**config.mk**
```make
export PLATFORM = sky130hd
export DESIGN_NAME = seq_alu_flat
export DESIGN_NICKNAME = d
export VERILOG_FILES = /design/src/rtl/seq_alu_pkg.sv /design/src/rtl/seq_alu_if.sv /design/src/rtl/seq_alu_iter.sv /design/src/rtl/seq_alu.sv /design/src/flat_wrapper.sv
export SDC_FILE = /design/constraint.sdc
export NUM_CORES = 2
export LEC_CHECK = 0
export CAP_MARGIN = 20
export CORE_ASPECT_RATIO = 1.25
export CORE_MARGIN = 4
export CORE_UTILIZATION = 25
export CTS_CLUSTER_DIAMETER = 150
export DETAILED_ROUTE_END_ITERATION = 10
export HOLD_SLACK_MARGIN = 0.06
export PLACE_DENSITY_LB_ADDON = 0.25
export SYNTH_ARGS = -nofsm -noshare
export SYNTH_HDL_FRONTEND = slang
export SYNTH_HIERARCHICAL = 1
export SYNTH_SLANG_ARGS = --single-unit
export TNS_END_PERCENT = 20
```
**constraint.sdc**
```tcl
create_clock -name clk -period 9.55 [get_ports clk]
set_clock_uncertainty 0.15 [all_clocks]
set_input_delay 1.91 -clock clk [delete_from_list [all_inputs] [get_ports clk]]
set_output_delay 1.91 -clock clk [all_outputs]
set_load 0.01 [all_outputs]
```
**src/rtl/seq_alu_pkg.sv**
```systemverilog
// rtl/seq_alu_pkg.sv - opcodes, FSM states and flag bit indices for seq_alu
package seq_alu_pkg;

    localparam logic [3:0] OP_ADD = 4'd0;
    localparam logic [3:0] OP_SUB = 4'd1;
    localparam logic [3:0] OP_MUL = 4'd2;
    localparam logic [3:0] OP_DIV = 4'd3;
    localparam logic [3:0] OP_AND = 4'd4;
    localparam logic [3:0] OP_OR  = 4'd5;
    localparam logic [3:0] OP_XOR = 4'd6;
    localparam logic [3:0] OP_NOT = 4'd7;
    localparam logic [3:0] OP_SHL = 4'd8;
    localparam logic [3:0] OP_SHR = 4'd9;

    typedef enum logic [1:0] {
        IDLE = 2'd0,
        BUSY = 2'd1,
        DONE = 2'd2
    } state_t;

    localparam int FLAG_V = 0;
    localparam int FLAG_C = 1;
    localparam int FLAG_Z = 2;
    localparam int FLAG_N = 3;

    // MUL always iterates; DIV iterates unless the divisor is zero (resolved in one cycle)
    function automatic logic uses_iter(input logic [3:0] op, input logic b_zero);
        return (op == OP_MUL) || ((op == OP_DIV) && !b_zero);
    endfunction

endpackage

```
**src/rtl/seq_alu_if.sv**
```systemverilog
// rtl/seq_alu_if.sv - operand/result handshake bundle for seq_alu; flags present with SEQ_ALU_FLAGS_EN
interface seq_alu_if #(
    parameter int WIDTH = 64
);
    logic             in_valid;
    logic             in_ready;
    logic [WIDTH-1:0] a;
    logic [WIDTH-1:0] b;
    logic [3:0]       op;
    logic             out_valid;
    logic             out_ready;
    logic [WIDTH-1:0] result;
    logic [WIDTH-1:0] remainder;
    logic             err;
    logic             busy;
`ifdef SEQ_ALU_FLAGS_EN
    logic [3:0]       flags;
`endif

    modport master (
        output in_valid, a, b, op, out_ready,
`ifdef SEQ_ALU_FLAGS_EN
        input  flags,
`endif
        input  in_ready, out_valid, result, remainder, err, busy
    );

    modport slave (
        input  in_valid, a, b, op, out_ready,
`ifdef SEQ_ALU_FLAGS_EN
        output flags,
`endif
        output in_ready, out_valid, result, remainder, err, busy
    );

endinterface

```
**src/rtl/seq_alu_iter.sv**
```systemverilog
// rtl/seq_alu_iter.sv - shared WIDTH-step shift-add multiplier / restoring divider
module seq_alu_iter #(
    parameter int WIDTH = 64
) (
    input  logic             clk,
    input  logic             reset,
    input  logic             start_i,
    input  logic             is_div_i,
    input  logic [WIDTH-1:0] a_i,
    input  logic [WIDTH-1:0] b_i,
    output logic             done_o,
    output logic [WIDTH-1:0] prod_or_quot_o,
    output logic [WIDTH-1:0] rem_o
);
    localparam int SH_W = $clog2(WIDTH);
    localparam logic [SH_W:0] LAST_STEP = (SH_W + 1)'(WIDTH - 1);

    // x: multiplicand (MUL) or dividend shifting into quotient (DIV)
    // y: multiplier (MUL) or divisor (DIV)
    // acc: product accumulator (MUL) or partial remainder (DIV)
    logic [WIDTH-1:0] x_q, x_d, y_q, y_d, acc_q, acc_d;
    logic [SH_W:0]    cnt_q;
    logic             run_q, div_q;
    logic [WIDTH:0]   shifted, trial;
    logic             last;

    // one iteration step of whichever operation is running
    always_comb begin
        x_d     = x_q;
        y_d     = y_q;
        acc_d   = acc_q;
        shifted = {acc_q, x_q[WIDTH-1]};
        trial   = shifted - {1'b0, y_q};
        if (div_q) begin
            if (!trial[WIDTH]) begin
                acc_d = trial[WIDTH-1:0];
                x_d   = {x_q[WIDTH-2:0], 1'b1};
            end else begin
                acc_d = shifted[WIDTH-1:0];
                x_d   = {x_q[WIDTH-2:0], 1'b0};
            end
        end else begin
            if (y_q[0]) begin
                acc_d = acc_q + x_q;
            end
            x_d = x_q << 1;
            y_d = y_q >> 1;
        end
    end

    assign last           = run_q && (cnt_q == LAST_STEP);
    assign done_o         = last;
    assign prod_or_quot_o = div_q ? x_d : acc_d;
    assign rem_o          = div_q ? acc_d : '0;

    // load operands on start, then step once per clock until WIDTH steps are done
    always_ff @(posedge clk or posedge reset) begin
        if (reset) begin
            x_q   <= '0;
            y_q   <= '0;
            acc_q <= '0;
            cnt_q <= '0;
            run_q <= 1'b0;
            div_q <= 1'b0;
        end else if (start_i) begin
            x_q   <= a_i;
            y_q   <= b_i;
            acc_q <= '0;
            cnt_q <= '0;
            run_q <= 1'b1;
            div_q <= is_div_i;
        end else if (run_q) begin
            x_q   <= x_d;
            y_q   <= y_d;
            acc_q <= acc_d;
            cnt_q <= cnt_q + 1'b1;
            if (last) begin
                run_q <= 1'b0;
            end
        end
    end

endmodule

```
**src/rtl/seq_alu.sv**
```systemverilog
// rtl/seq_alu.sv - handshaked ALU top: FSM and 1-cycle datapath; NZCV flags with SEQ_ALU_FLAGS_EN
module seq_alu
    import seq_alu_pkg::*;
#(
    parameter int WIDTH = 64
) (
    input  logic   clk,
    input  logic   reset,
    seq_alu_if.slave bus
);
    localparam int SH_W = $clog2(WIDTH);

    state_t           state_q;
    logic [WIDTH-1:0] result_q, remainder_q;
    logic             err_q;

    logic             in_ready;
    logic             accept;
    logic             b_zero;
    logic             iter_start;
    logic [WIDTH-1:0] res1_d, rem1_d;
    logic             err1_d;

    logic             it_done;
    logic [WIDTH-1:0] it_prod, it_rem;

    assign in_ready   = (state_q == IDLE) || ((state_q == DONE) && bus.out_ready);
    assign accept     = bus.in_valid && in_ready;
    assign b_zero     = (bus.b == '0);
    assign iter_start = accept && uses_iter(bus.op, b_zero);

    // single-cycle results, including the DIV-by-zero and illegal-opcode error cases
    always_comb begin
        res1_d = '0;
        rem1_d = '0;
        err1_d = 1'b0;
        case (bus.op)
            OP_ADD: res1_d = bus.a + bus.b;
            OP_SUB: res1_d = bus.a - bus.b;
            OP_MUL: res1_d = '0;
            OP_DIV: begin
                if (b_zero) begin
                    res1_d = '1;
                    rem1_d = bus.a;
                    err1_d = 1'b1;
                end
            end
            OP_AND: res1_d = bus.a & bus.b;
            OP_OR:  res1_d = bus.a | bus.b;
            OP_XOR: res1_d = bus.a ^ bus.b;
            OP_NOT: res1_d = ~bus.a;
            OP_SHL: res1_d = bus.a << bus.b[SH_W-1:0];
            OP_SHR: res1_d = bus.a >> bus.b[SH_W-1:0];
            default: err1_d = 1'b1;
        endcase
    end

`ifdef SEQ_ALU_FLAGS_EN
    logic [3:0] flags_q, flags1_d, flagsi_d;

    // NZCV for both completion paths; carry/overflow only meaningful for ADD/SUB
    always_comb begin
        flags1_d         = '0;
        flags1_d[FLAG_N] = res1_d[WIDTH-1];
        flags1_d[FLAG_Z] = (res1_d == '0);
        case (bus.op)
            OP_ADD: begin
                flags1_d[FLAG_C] = (res1_d < bus.a);
                flags1_d[FLAG_V] = (bus.a[WIDTH-1] == bus.b[WIDTH-1]) &&
                                   (res1_d[WIDTH-1] != bus.a[WIDTH-1]);
            end
            OP_SUB: begin
                flags1_d[FLAG_C] = (bus.a < bus.b);
                flags1_d[FLAG_V] = (bus.a[WIDTH-1] != bus.b[WIDTH-1]) &&
                                   (res1_d[WIDTH-1] != bus.a[WIDTH-1]);
            end
            default: ;
        endcase
        flagsi_d         = '0;
        flagsi_d[FLAG_N] = it_prod[WIDTH-1];
        flagsi_d[FLAG_Z] = (it_prod == '0);
    end

    assign bus.flags = flags_q;
`endif

    seq_alu_iter #(
        .WIDTH (WIDTH)
    ) u_iter (
        .clk            (clk),
        .reset          (reset),
        .start_i        (iter_start),
        .is_div_i       (bus.op == OP_DIV),
        .a_i            (bus.a),
        .b_i            (bus.b),
        .done_o         (it_done),
        .prod_or_quot_o (it_prod),
        .rem_o          (it_rem)
    );

    // handshake FSM; outputs only change on accept or iterative completion
    always_ff @(posedge clk or posedge reset) begin
        if (reset) begin
            state_q     <= IDLE;
            result_q    <= '0;
            remainder_q <= '0;
            err_q       <= 1'b0;
`ifdef SEQ_ALU_FLAGS_EN
            flags_q     <= '0;
`endif
        end else if (accept) begin
            if (iter_start) begin
                state_q <= BUSY;
            end else begin
                state_q     <= DONE;
                result_q    <= res1_d;
                remainder_q <= rem1_d;
                err_q       <= err1_d;
`ifdef SEQ_ALU_FLAGS_EN
                flags_q     <= flags1_d;
`endif
            end
        end else begin
            case (state_q)
                BUSY: begin
                    if (it_done) begin
                        state_q     <= DONE;
                        result_q    <= it_prod;
                        remainder_q <= it_rem;
                        err_q       <= 1'b0;
`ifdef SEQ_ALU_FLAGS_EN
                        flags_q     <= flagsi_d;
`endif
                    end
                end
                DONE: begin
                    if (bus.out_ready) begin
                        state_q <= IDLE;
                    end
                end
                default: ;
            endcase
        end
    end

    assign bus.in_ready  = in_ready;
    assign bus.out_valid = (state_q == DONE);
    assign bus.busy      = (state_q == BUSY);
    assign bus.result    = result_q;
    assign bus.remainder = remainder_q;
    assign bus.err       = err_q;

endmodule
```
**src/flat_wrapper.sv**
```systemverilog
// flat-port wrapper written by rule: the top's interface ports become plain ports
module seq_alu_flat import seq_alu_pkg::*;
#(
    parameter int WIDTH = 64
)
  (clk, reset, bus_in_valid, bus_a, bus_b, bus_op, bus_out_ready, bus_in_ready, bus_out_valid, bus_result, bus_remainder, bus_err, bus_busy);
  seq_alu_if #(.WIDTH(WIDTH)) bus_i ();
  input  logic clk;
  input  logic reset;
  input wire logic [$bits(bus_i.in_valid)-1:0] bus_in_valid;
  input wire logic [$bits(bus_i.a)-1:0] bus_a;
  input wire logic [$bits(bus_i.b)-1:0] bus_b;
  input wire logic [$bits(bus_i.op)-1:0] bus_op;
  input wire logic [$bits(bus_i.out_ready)-1:0] bus_out_ready;
  output wire logic [$bits(bus_i.in_ready)-1:0] bus_in_ready;
  output wire logic [$bits(bus_i.out_valid)-1:0] bus_out_valid;
  output wire logic [$bits(bus_i.result)-1:0] bus_result;
  output wire logic [$bits(bus_i.remainder)-1:0] bus_remainder;
  output wire logic [$bits(bus_i.err)-1:0] bus_err;
  output wire logic [$bits(bus_i.busy)-1:0] bus_busy;
  assign bus_i.in_valid = bus_in_valid;
  assign bus_i.a = bus_a;
  assign bus_i.b = bus_b;
  assign bus_i.op = bus_op;
  assign bus_i.out_ready = bus_out_ready;
  assign bus_in_ready = bus_i.in_ready;
  assign bus_out_valid = bus_i.out_valid;
  assign bus_result = bus_i.result;
  assign bus_remainder = bus_i.remainder;
  assign bus_err = bus_i.err;
  assign bus_busy = bus_i.busy;
  seq_alu #(.WIDTH(WIDTH)) u_core (.clk(clk), .reset(reset), .bus(bus_i));
endmodule
```
-- Yosys cells after proc, flatten, opt, wreduce, memory -nomap -nowiden
Cells that the tools add are included.
- divide/modulo/power cells: 0
- order comparisons: 0
- multiply operators: 0
- bitwise operators: 4
- multiplexer cells: 42
- reductions and logical operators: 19
- shift operators: 2
- eq/ne operators: 16
- $add $sub $neg: 5
- operators with widths (operator ; number):
    $mux 64 ; 23
    $pmux 64 s9 ; 1
    $add 64x64->64 ; 2
    $sub 65x64->65 ; 1
    $and 64x64->64 ; 1
    $logic_not 64->1 ; 1
    $not 64->64 ; 1
    $or 64x64->64 ; 1
    $shl 64x6->64 ; 1
    $shr 64x6->64 ; 1
    $sub 64x64->64 ; 1
    $xor 64x64->64 ; 1
    $eq 4x3->1 const B ; 4
    $mux 7 ; 2
    $mux 1 ; 10
    $reduce_or 9->1 ; 1
    $eq 4x2->1 const B ; 2
    $eq 4x4->1 const B ; 2
    $mux 2 ; 4
    $add 7x1->7 const B ; 1
    $eq 7x6->1 const B ; 1
    $reduce_and 3->1 ; 2
    $reduce_bool 2->1 ; 3
    $logic_and 1x1->1 ; 5
    15 further kinds ; 16
- bits of input ports: 136
- logic and storage cells: 98
- register bits after elaboration: 332
- memories: 0
- output and inout port bits: 132
- bits in read-only memories: 0
- memory bits (writable): 0
- latch bits: 0

-- Depth between registers and ports, before layout
- depth in word-level cells: 7
- depth in mapped cells: 25
- mapped depth without buffers: 20

-- Hierarchy
Netlist, hierarchy kept.
- by module, submodules not included (module ; area an instance (um2) ; times used ; cells an instance):
    seq_alu ; 23371.2 ; 1 ; 3140
    seq_alu_iter ; 19740.2 ; 1 ; 2607

-- Least setup slack after synthesis
OpenSTA, ideal clock, no wires.
- path type: input port to flip-flop
- start point: input port bus_b[0]
- end point: register u_core.result_q[63] (netlist: u_core/bus.result[63])
- stages: 24
- arrival time: 6586 ps
- path slack: 2687 ps
- setup time: 127 ps
- cell sequence: clkbuf_1 buf_2 buf_2 clkbuf_1 inv_1 ha_1 nand4_1 or3_1 buf_2 nor2_1 nor2_1 xnor2_1 ha_1 clkbuf_1 a21o_1 a31oi_1 o221ai_1 a211oi_1 nand3_1 o21ai_0 nor3_1 o31a_1 mux2i_1 nand3_1
- cells in the longest elaborated chain, start to end: 7
- elaborated cells between the ends (all ways): 15
- those cells by class: 2 x add/sub; 1 x eq/ne; 2 x shift; 4 x mux; 6 x reduce/logical
- ends and longest elaborated chain (element ; line ; source):
    start: declaration ; flat_wrapper.sv:12 ; input wire logic [$bits(bus_i.b)-1:0] bus_b;
    parallel branches: the longest is 7 deep, another holds $sub 64x64->64 ; - ;
    end signal: assignment ; seq_alu.sv:116 ; result_q <= res1_d;
    end signal: assignment ; seq_alu.sv:128 ; result_q <= it_prod;
    end: declaration ; seq_alu.sv:14 ; logic [WIDTH-1:0] result_q, remainder_q;
Several ways; the timed one is not identified. The select of a mux whose other input is x is not followed.
A chain may end at the register's enable or synchronous reset.

-- Worst setup path in the final report
- start point: input port bus_b[15]
- end point: register u_core.result_q[63] (netlist: u_core/bus.result[63])
Same word-level chain as after synthesis.

==> flow_summary.json <==
{
  "status": "finished, final reports clean",
  "ys_ff_latch": 332,
  "multi_input_area_um2": 31800,
  "overflow": 0,
  "die_h_um": 472,
  "grt_max_degree": 145,
  "synth_nets": 6211,
  "cts_tree": "built",
  "fill_cells": 18700,
  "cts_hold_buf": 0,
  "cp_max_fo": 11,
  "cp-endpoint": "u_core/bus.result[63]",
  "cts.sinks": 332,
  "fin_ws_ps": 1650,
  "async_flop_share_pct": 100,
  "vdd.ir_drop.worst_uv": 116,
  "p_switching_uw": 1670,
  "synth.distinct_cells": 95,
  "synthCells": 5747,
  "critical_path_class": "in2reg",
  "synth_most_common_cell": "nor2_1",
  "relSlewSlack_pct": 18.8,
  "grt_pass1_wl_mm": 343,
  "grt_use_total_pct": 26.2,
  "routed_wl_mm": 245,
  "fin_nets": 6212,
  "synthFlopType": "dfrtp_1",
  "drtAntennaViolNets": 0,
  "cts-root-buf": "clkbuf_16",
  "core_area_um2": 172000,
  "pre_cts_ws_ps": 1110,
  "final_util_pct": 28.8,
  "path_clk_slew_ps": 60,
  "dieArea_um2": 179000,
  "synth_warnings": 6,
  "power-per-cell-area_nw_per_um2": 91.4,
  "die_w_um": 379,
  "via_per_inst": 5.90,
  "core.rowCount": 170,
  "maxCapViolCount": 0,
  "drive_gt1_share_pct": 8.71,
  "drtPass1Iterations": 6,
  "startpoint_type": "input port",
  "grt_pass1_vias": 45300,
  "synth_edf_count": 0,
  "numPortBuffers": 267,
  "synth_area_leaders": "dfrtp_1 19%, ha_1 9.4%, a21oi_1 6.5%",
  "reg2reg_slack_ps": 2920,
  "synth.top_cell.area_share_pct": 19.3,
  "slew_violations": 0,
  "cts.repair_timing.setup_buffer_count": 0,
  "numCtsBuffers": 43,
  "ctsResizeCount": 0,
  "total_power_uw": 4530,
  "p_leak_uw": 0.0203,
  "seq_area_frac_synth_pct": 19.3,
  "reg2reg_to": "u_core/bus.result[51]",
  "pwr-share-comb_pct": 30.5,
  "power.internal_uw": 2850,
  "drc": 0,
  "max_freq_mhz": 127,
  "num_io_pins": 268,
  "synth_top_area_cell": "dfrtp_1",
  "p_sw_share_pct": 36.9,
  "rsz0062_at_grt": "no",
  "reg2reg_depth": 18,
  "worstHoldPathType": "reg2reg",
  "clock_latency_ps": 650,
  "setup_viol": 0,
  "critPathLaunch": "bus_b[15]",
  "register_area_um2": 8320,
  "hold_violations": 0,
  "seqPwrFrac_pct": 31.1,
  "synth_area_um2": 43100,
  "post-route-period-util_pct": 82.7,
  "end_kind": "register",
  "h-tree-depth": 2,
  "place_congestion": 1.02,
  "syn_to_final_growth_pct": 14.9,
  "drtIter0Drc": 5697,
  "vias": 47300,
  "arrival_ps": 8250,
  "dp_hpwl_mm": 190,
  "antenna_found_initial": 18,
  "fin_tns_setup_ps": 0,
  "worstPathRequired_ps": 9900,
  "initial_utilization_pct": 25.1,
  "ys_top_cells_by_count": "697 x nor2_1, 592 x nand2_1, 560 x a21oi_1",
  "clockBufferDepth": 3,
  "syn_area_per_cell_um2": 7.50,
  "reg2reg_from": "u_core/u_iter/acc_q[13]",
  "routedWlPerCell_um": 30.6,
  "tightest_slew_ps": 1220,
  "clockPowerShare_pct": 38.4,
  "min_period_ps": 7900
}
worst min path at each step:
stage | from | end | slack, ps | cells after the start
after global placement | u_core/bus.result[13] | u_core/bus.result[13] | 320 | 2
after floorplan | u_core/u_iter/cnt_q[1] | u_core/u_iter/cnt_q[1] | 360 | 2
after CTS | u_core/bus.err | u_core/bus.err | 340 | 2
final | u_core/bus.result[8] | u_core/bus.result[8] | 330 | 2
after detailed placement | u_core/bus.err | u_core/bus.err | 320 | 2
after global routing | u_core/bus.result[8] | u_core/bus.result[8] | 360 | 2
cell type report:
cell class,instances,share of cell area (%)
repair buffers,442,8.10
flip-flops and latches,332,16.8
clock buffers,61,2.43
clock inverters,14,0.404
well taps,2236,5.65
inverters,301,2.32
multi-input cells,4628,64.3
diodes,6,0.0303
cells in the final DEF, fill, tap and decap left out, drive strengths merged, types with 40 or more instances in the layout:
cell | Yosys | layout
nor3 | 87 | 87
nand3 | 170 | 170
xnor2 | 142 | 142
o21ai | 296 | 296
a31oi | 124 | 124
ha | 325 | 325
clkdlybuf4s50 | 0 | 261
nand4 | 75 | 75
mux2i | 261 | 261
a211oi | 111 | 111
dfrtp | 332 | 332
o31ai | 46 | 46
o21a | 40 | 40
buf | 125 | 180
a221oi | 69 | 69
o22ai | 78 | 78
inv | 297 | 298
nand2 | 593 | 593
o211ai | 54 | 54
nor2 | 697 | 697
clkbuf | 361 | 62
a21oi | 563 | 563
xor2 | 68 | 68
a21o | 103 | 103
mux4 | 122 | 122
critical path, cell delays in order:
cell	delay, ps
clkdlybuf4s50_1	650
or4_1	700
or3_1	380
or3_1	500
nor2_1	520
a41oi_1	540
a21oi_1	330
xnor2_1	190
ha_1	410
nor3b_1	210
o31a_1	120
a211oi_1	330
nand3_1	120
o21ai_0	550
nor3_1	170
o31a_1	340
mux2i_1	150
nand3_1	90
sequential cells by signal (all words and copies together) (netlist names):
| signal | flops |
|---|---|
| u_core/state_q | 2 |
| u_core/u_iter/x_q | 64 |
| u_core/bus.remainder | 64 |
| u_core/u_iter/run_q | 1 |
| u_core/bus.result | 64 |
| u_core/bus.err | 1 |
| u_core/u_iter/y_q | 64 |
| u_core/u_iter/cnt_q | 7 |
| u_core/u_iter/acc_q | 64 |
| u_core/u_iter/div_q | 1 |
logic make-up (layout without fill, tap and decap cells):
group	Yosys count	after routing	synth area share [%]
xor gates and xnor gates	210	210	4.27
muxes	421	421	13.4
adders and majority gates	328	328	9.57
DFF	332	332	19.3
AOI/OAI and AO/OA	1808	1808	27.3
and+or+nand+nor	1861	1861	19.1
buffers and inverters	787	818	7.07
other	0	6	0
layer usage:
metal	vias to the layer above	wire, um	track usage [%]
met1	23500	107000	36.9
met3	369	19800	3.60
met2	2330	105000	39.8
met4	10	12600	11.5
met5	-	62	0
li1	21100	-	-
power groups by stage:
stage | registers, uW | logic [uW] | clock network [uW]
2_1_floorplan | 1430 | 778 | 0
5_1_grt | 1410 | 1440 | 1830
6_report | 1410 | 1380 | 1740
3_3_place_gp | 1430 | 1340 | 0
4_1_cts | 1410 | 1340 | 1790
3_5_place_dp | 1430 | 1340 | 0
through the flow:
stage | cells | area, um2 | hold slack, ps
floorplan | 5747 | 43100 | 362
CTS | 8014 | 49500 | 338
global route | 8015 | 49500 | 362
finish | 8020 | 49500 | 331
detailed placement | 7939 | 48100 | 324
global placement | 7936 | 48100 | 321
No activity file was read; power rests on OpenSTA's default activity.
